**src/rtl/timer_bank_pkg.sv**
```systemverilog
// Shared register map for the timer bank: register indices and the bit
// positions of the CTRL and STATUS fields.
package timer_bank_pkg;

  localparam logic [1:0] REG_CTRL   = 2'd0;
  localparam logic [1:0] REG_PERIOD = 2'd1;
  localparam logic [1:0] REG_COUNT  = 2'd2;
  localparam logic [1:0] REG_STATUS = 2'd3;

  localparam int CTRL_EN      = 31;
  localparam int CTRL_ONESHOT = 30;
  localparam int CTRL_IRQEN   = 29;

  localparam int STAT_FLAG    = 0;
  localparam int STAT_RUNNING = 1;

endpackage

```
**src/rtl/timer_chan.sv**
```systemverilog
// One timer channel: prescaler, up-counter, sticky overflow flag and its
// CTRL/PERIOD fields, written through a decoded local write port.
module timer_chan
  import timer_bank_pkg::*;
#(
  parameter int CNT_W = 16,
  parameter int PSC_W = 15
) (
  input  logic             clk,
  input  logic             reset,
  input  logic             ctrl_we,
  input  logic             period_we,
  input  logic             count_we,
  input  logic             status_we,
  input  logic             wr_en,
  input  logic             wr_oneshot,
  input  logic             wr_irq_en,
  input  logic [PSC_W-1:0] wr_scale,
  input  logic [CNT_W-1:0] wr_value,
  input  logic             wr_clear,
  output logic             en,
  output logic             oneshot,
  output logic             irq_en,
  output logic [PSC_W-1:0] scale,
  output logic [CNT_W-1:0] period,
  output logic [CNT_W-1:0] count,
  output logic             flag,
  output logic             ovf
);

  logic [PSC_W-1:0] psc;
  logic             tick;
  logic             at_period;
  logic             reload;
  logic             start;

  assign tick      = en && (psc == scale);
  // >= so that lowering PERIOD below the current count reloads on the next tick
  assign at_period = (count >= period);
  // A COUNT write in the same cycle suppresses the overflow entirely
  assign reload    = tick && at_period && !count_we;
  assign start     = ctrl_we && wr_en && !en;

  always_ff @(posedge clk) begin
    if (reset) begin
      en      <= 1'b0;
      oneshot <= 1'b0;
      irq_en  <= 1'b0;
      scale   <= '0;
      period  <= '0;
      count   <= '0;
      psc     <= '0;
      flag    <= 1'b0;
      ovf     <= 1'b0;
    end else begin
      ovf <= reload;

      // A CTRL write overrides the one-shot self-disable in the same cycle
      if (ctrl_we) begin
        en      <= wr_en;
        oneshot <= wr_oneshot;
        irq_en  <= wr_irq_en;
        scale   <= wr_scale;
      end else if (reload && oneshot) begin
        en <= 1'b0;
      end

      if (period_we) begin
        period <= wr_value;
      end

      if (count_we) begin
        count <= wr_value;
        psc   <= '0;
      end else if (start) begin
        count <= '0;
        psc   <= '0;
      end else if (tick) begin
        psc   <= '0;
        count <= at_period ? '0 : count + CNT_W'(1);
      end else if (en) begin
        psc <= psc + PSC_W'(1);
      end

      // Set beats write-1-to-clear when both land on the same edge
      if (reload) begin
        flag <= 1'b1;
      end else if (status_we && wr_clear) begin
        flag <= 1'b0;
      end
    end
  end

endmodule

```
**src/rtl/timer_bank.sv**
```systemverilog
// Multi-channel prescaled timer bank on the data-memory I/O path: address
// decode, combinational register read mux and the combined interrupt line.
module timer_bank
  import timer_bank_pkg::*;
#(
  parameter  int N_CH   = 4,
  parameter  int CNT_W  = 16,
  parameter  int PSC_W  = 15,
  localparam int ADDR_W = 2 + $clog2(N_CH)
) (
  input  logic              clk,
  input  logic              reset,
  input  logic              sel,
  input  logic              we,
  input  logic [ADDR_W-1:0] addr,
  input  logic [31:0]       wdata,
  output logic [31:0]       rdata,
  output logic [N_CH-1:0]   ovf,
  output logic              irq
);

  logic [1:0]       reg_sel;
  logic [31:0]      ch_sel;
  logic             wr_acc;
  logic             unused_wdata;

  logic             en_a     [N_CH];
  logic             os_a     [N_CH];
  logic             ie_a     [N_CH];
  logic             flag_a   [N_CH];
  logic [PSC_W-1:0] scale_a  [N_CH];
  logic [CNT_W-1:0] period_a [N_CH];
  logic [CNT_W-1:0] count_a  [N_CH];

  assign reg_sel      = addr[1:0];
  assign wr_acc       = sel && we;
  assign unused_wdata = ^wdata;

  // A single-channel build has no channel field in the address
  generate
    if (ADDR_W > 2) begin : g_ch_dec
      assign ch_sel = 32'(addr[ADDR_W-1:2]);
    end else begin : g_ch_one
      assign ch_sel = '0;
    end
  endgenerate

  generate
    for (genvar i = 0; i < N_CH; i++) begin : g_chan
      logic hit;
      assign hit = wr_acc && (ch_sel == 32'(i));

      timer_chan #(
        .CNT_W (CNT_W),
        .PSC_W (PSC_W)
      ) u_chan (
        .clk        (clk),
        .reset      (reset),
        .ctrl_we    (hit && (reg_sel == REG_CTRL)),
        .period_we  (hit && (reg_sel == REG_PERIOD)),
        .count_we   (hit && (reg_sel == REG_COUNT)),
        .status_we  (hit && (reg_sel == REG_STATUS)),
        .wr_en      (wdata[CTRL_EN]),
        .wr_oneshot (wdata[CTRL_ONESHOT]),
        .wr_irq_en  (wdata[CTRL_IRQEN]),
        .wr_scale   (wdata[PSC_W-1:0]),
        .wr_value   (wdata[CNT_W-1:0]),
        .wr_clear   (wdata[STAT_FLAG]),
        .en         (en_a[i]),
        .oneshot    (os_a[i]),
        .irq_en     (ie_a[i]),
        .scale      (scale_a[i]),
        .period     (period_a[i]),
        .count      (count_a[i]),
        .flag       (flag_a[i]),
        .ovf        (ovf[i])
      );
    end
  endgenerate

  // Out-of-range channel indices match no channel and read back as zero
  always_comb begin
    rdata = '0;
    if (sel) begin
      for (int i = 0; i < N_CH; i++) begin
        if (ch_sel == 32'(i)) begin
          case (reg_sel)
            REG_CTRL: begin
              rdata[CTRL_EN]      = en_a[i];
              rdata[CTRL_ONESHOT] = os_a[i];
              rdata[CTRL_IRQEN]   = ie_a[i];
              rdata[PSC_W-1:0]    = scale_a[i];
            end
            REG_PERIOD: rdata[CNT_W-1:0] = period_a[i];
            REG_COUNT:  rdata[CNT_W-1:0] = count_a[i];
            default: begin
              rdata[STAT_FLAG]    = flag_a[i];
              rdata[STAT_RUNNING] = en_a[i];
            end
          endcase
        end
      end
    end
  end

  always_comb begin
    irq = 1'b0;
    for (int i = 0; i < N_CH; i++) begin
      irq = irq | (flag_a[i] & ie_a[i]);
    end
  end

endmodule

```
**config.mk**
```make
export PLATFORM = sky130hd
export DESIGN_NAME = timer_bank
export DESIGN_NICKNAME = d
export VERILOG_FILES = /design/src/rtl/timer_bank_pkg.sv /design/src/rtl/timer_chan.sv /design/src/rtl/timer_bank.sv
export SDC_FILE = /design/constraint.sdc
export NUM_CORES = 1
export LEC_CHECK = 0
export CAP_MARGIN = 10
export CORE_MARGIN = 4
export CORE_UTILIZATION = 52
export CTS_BUF_LIST = sky130_fd_sc_hd__clkbuf_8 sky130_fd_sc_hd__clkbuf_16
export DETAILED_ROUTE_END_ITERATION = 16
export GPL_TIMING_DRIVEN = 1
export HOLD_SLACK_MARGIN = 0.12
export PLACE_DENSITY = 0.74
export SYNTH_ARGS = -nofsm -noshare
export SYNTH_HDL_FRONTEND = slang
export SYNTH_HIERARCHICAL = 1
export SYNTH_SLANG_ARGS = --single-unit
```
**constraint.sdc**
```tcl
create_clock -name clk -period 2.65 [get_ports clk]
set_input_delay 0.3975 -clock clk [delete_from_list [all_inputs] [get_ports clk]]
set_output_delay 0.3975 -clock clk [all_outputs]
set_load 0.005 [all_outputs]
```
==> results.json <==
{
  "status": "complete, but fails checks",
  "violations": "setup timing",
  "hpwl_um": 39150,
  "clk_latency_ps": 570,
  "worst_pin_slew_ps": 824.1,
  "dieHeight_um": 181.1,
  "grt_pass1_wl_um": 83790,
  "synth.distinct_cells": 68,
  "synthFlopType": "dfxtp_1",
  "skew_ps": 12.41,
  "dieArea_um2": 32800,
  "timing.hold.ws_ps": 317.3,
  "synth-edff-count": 0,
  "start_kind": "primary input",
  "synth_seq_area_share": 0.3443,
  "hold_violations": 0,
  "row_count": 63,
  "first_global_vias": 14250,
  "detail-route-antenna-nets": 0,
  "htreeDepth": 1,
  "finalSetupViolations": 1,
  "layout-drive-gt1-share": 0.1443,
  "yosysWarnings": 6,
  "wl_per_cell_um": 22.62,
  "ios": 77,
  "crit_buf_inv": 5,
  "async_flop_share": 0,
  "crit_path_max_fanout": 9,
  "critical_path.cell_chain": "clkbuf_4 -> inv_2 -> ha_4 -> buf_4 -> buf_6 -> nand2_1 -> a31oi_1 -> a31oi_1 -> nor2_1 -> clkdlybuf4s50_1",
  "worstPathArrival_ps": 2260,
  "critPathTopFamily": "buffers and inverters",
  "cpMaxStageDelayCell": "clkdlybuf4s50_1",
  "fin_nets": 2129,
  "synth_top_cell_area_share": 0.3443,
  "avgSynthCellArea_um2": 8.356,
  "fp.dieW_um": 181.1,
  "cts_buffer_depth": 3,
  "fmax_ghz": 0.3757,
  "drt-initial-drc-count": 1946,
  "synth.cell_area_um2": 15580,
  "maxSlewHeadroom": 0.4489,
  "power_mw": 9.965,
  "routed_wl_um": 54920,
  "maxCapViolCount": 0,
  "worstHoldStart": "reset",
  "reg2reg_from": "g_chan[3].u_chan/count[0]",
  "via_per_inst": 6.288,
  "final_cell_mix": "262 x dfxtp_1, 246 x nor2_1, 155 x buf_4",
  "root_buffer": "clkbuf_16",
  "fin_ws_ps": -11.51,
  "min_period_ps": 2662,
  "route.vias.total": 15270,
  "grt_overflow": 0,
  "fillers": 2489,
  "io_buffers": 50,
  "timing.rr.end": "g_chan[3].u_chan/count[5]",
  "grt_usage": 0.3194,
  "ir_drop_uv": 597.5,
  "rr_worst_depth": 10,
  "synth_top_area_cell": "dfxtp_1",
  "syn-instance-count": 1865,
  "cts_buffers": 30,
  "drc": 0,
  "grt_max_degree": 94,
  "cts.clk_slew.worst_paths_ps": 60,
  "start_util": 0.5258,
  "holdPathEnd": "g_chan[0].u_chan/scale[10]",
  "path_class": "in -> out",
  "crit_top_cell": "a31oi_1",
  "worst-r2r-setup-slack_ps": 100,
  "cts_tree": "done",
  "rsz0062_at_grt": "true",
  "first_pass_iters": 10,
  "cts.sinks": 268,
  "holdPathStages": 2,
  "routabilityCongestion": 1.081,
  "worst_ep_required_time_ps": 2250,
  "antenna_found_initial": 0,
  "ys_seq_elements": 268,
  "mostFrequentLayoutCell": "dfxtp_1",
  "area_growth_pct": 21.04,
  "core_um2": 29640,
  "p_leak_nw": 7.067,
  "power.density_nw_per_um2": 528.3,
  "synth_top_cells_by_area": "dfxtp_1 34%, mux2i_1 8.9%, ha_1 6.1%",
  "slowest_delay_ps": 540,
  "slew_violations": 0,
  "period_share": 1.004,
  "hold_class": "in -> reg",
  "crit_path_end_kind": "output port"
}
==> cell families (layout without fill, tap and decap cells) <==
| family | after synthesis | after routing | share of synthesized area |
|---|---|---|---|
| other | 1 | 14 | 0.0002406 |
| XOR/XNOR | 116 | 116 | 0.06520 |
| multiplexers | 141 | 141 | 0.09225 |
| adder cells (fa/ha/maj) | 76 | 76 | 0.06102 |
| buffers and inverters | 209 | 369 | 0.05974 |
| flip-flops | 268 | 268 | 0.3443 |
| AO/OA/AOI/OAI | 347 | 347 | 0.1564 |
| AND/OR/NAND/NOR | 707 | 707 | 0.2209 |
==> synthesized netlist by cell type (30+ instances only) <==
cell type and count:
dfxtp_1 268, nor2_1 248, mux2i_1 138, nand2_1 128
inv_1 85, xor2_1 83, o21ai_0 80, nand3_1 77
ha_1 76, a21oi_1 68, clkbuf_1 55, a22oi_1 51
nand4_1 49, nor3_1 49, buf_2 33, xnor2_1 33
a32oi_1 31, and3_1 30
==> power by group <==
part	leakage, nW	internal [mW]	switching (mW)
registers	2.16	4.05	0.0377
logic	4.33	0.402	0.630
clock network	0.569	3.02	1.82
total	7.07	7.48	2.49
==> per-stage QoR <==
step	setup TNS (ps)	cell area (um2)	setup WS [ps]	utilization	cells
final	-11.51	18860	-11.51	0.6364	2428
after detailed placement	-58010	17530	-666.7	0.5914	2367
after floorplan	0	15670	50.41	-	1877
after CTS	-379.9	18780	-119.1	0.6336	2424
after global placement	-51380	17530	-659.3	0.5914	2367
after global routing	-118.9	18860	-80.84	0.6363	2427
==> flip-flops by register name, summed over array words and instances, names as in the netlist <==
| register | cells |
|---|---|
| g_chan.u_chan/count | 64 |
| g_chan.u_chan/period | 64 |
| g_chan.u_chan/psc | 60 |
| g_chan.u_chan/scale | 60 |
| g_chan.u_chan/en | 4 |
| g_chan.u_chan/flag | 4 |
| g_chan.u_chan/irq_en | 4 |
| g_chan.u_chan/oneshot | 4 |
| g_chan.u_chan/ovf | 4 |
==> worst max path at each step <==
stage / from / end / slack [ps] / cells past startpoint
floorplan: addr[0] / g_chan[3].u_chan/count[12] / 50 / 15
global placement: addr[0] / rdata[31] / -660 / 8
detailed placement: addr[0] / rdata[31] / -670 / 8
CTS: addr[1] / rdata[1] / -120 / 10
global route: addr[0] / rdata[11] / -80 / 10
finish: addr[0] / rdata[11] / -10 / 10
==> metal layers <==
layer,routed length [um],global-route usage,vias to the layer above
li1,-,-,7001
met1,22580,0.4370,7268
met2,23760,0.4965,833
met3,5536,0.05315,166
met4,3035,0.1441,0
met5,0,0,-
==> layout make-up <==
cell class              count  area (um2)  share of cell area
diodes                      1       2.502           0.0001327
clock buffers              35       830.8             0.04405
clock inverters            21       327.8             0.01738
inverters                  85       319.1             0.01692
multi-input cells        1400        9470              0.5021
flip-flops and latches    268        5378              0.2851
well taps                 390       488.0             0.02587
repair buffers            228        2046              0.1085
==> what timing repair did <==
action / 4_1_cts / 5_1_grt
hold buffers: 0 / 0
endpoints found under the hold margin: 0 / 0
setup buffers: 1 / 3
resized for setup: 56 / 25
pin swaps: 15 / 19
setup endpoints to repair: 19 / 29
No activity file was read; power rests on OpenSTA's default activity.
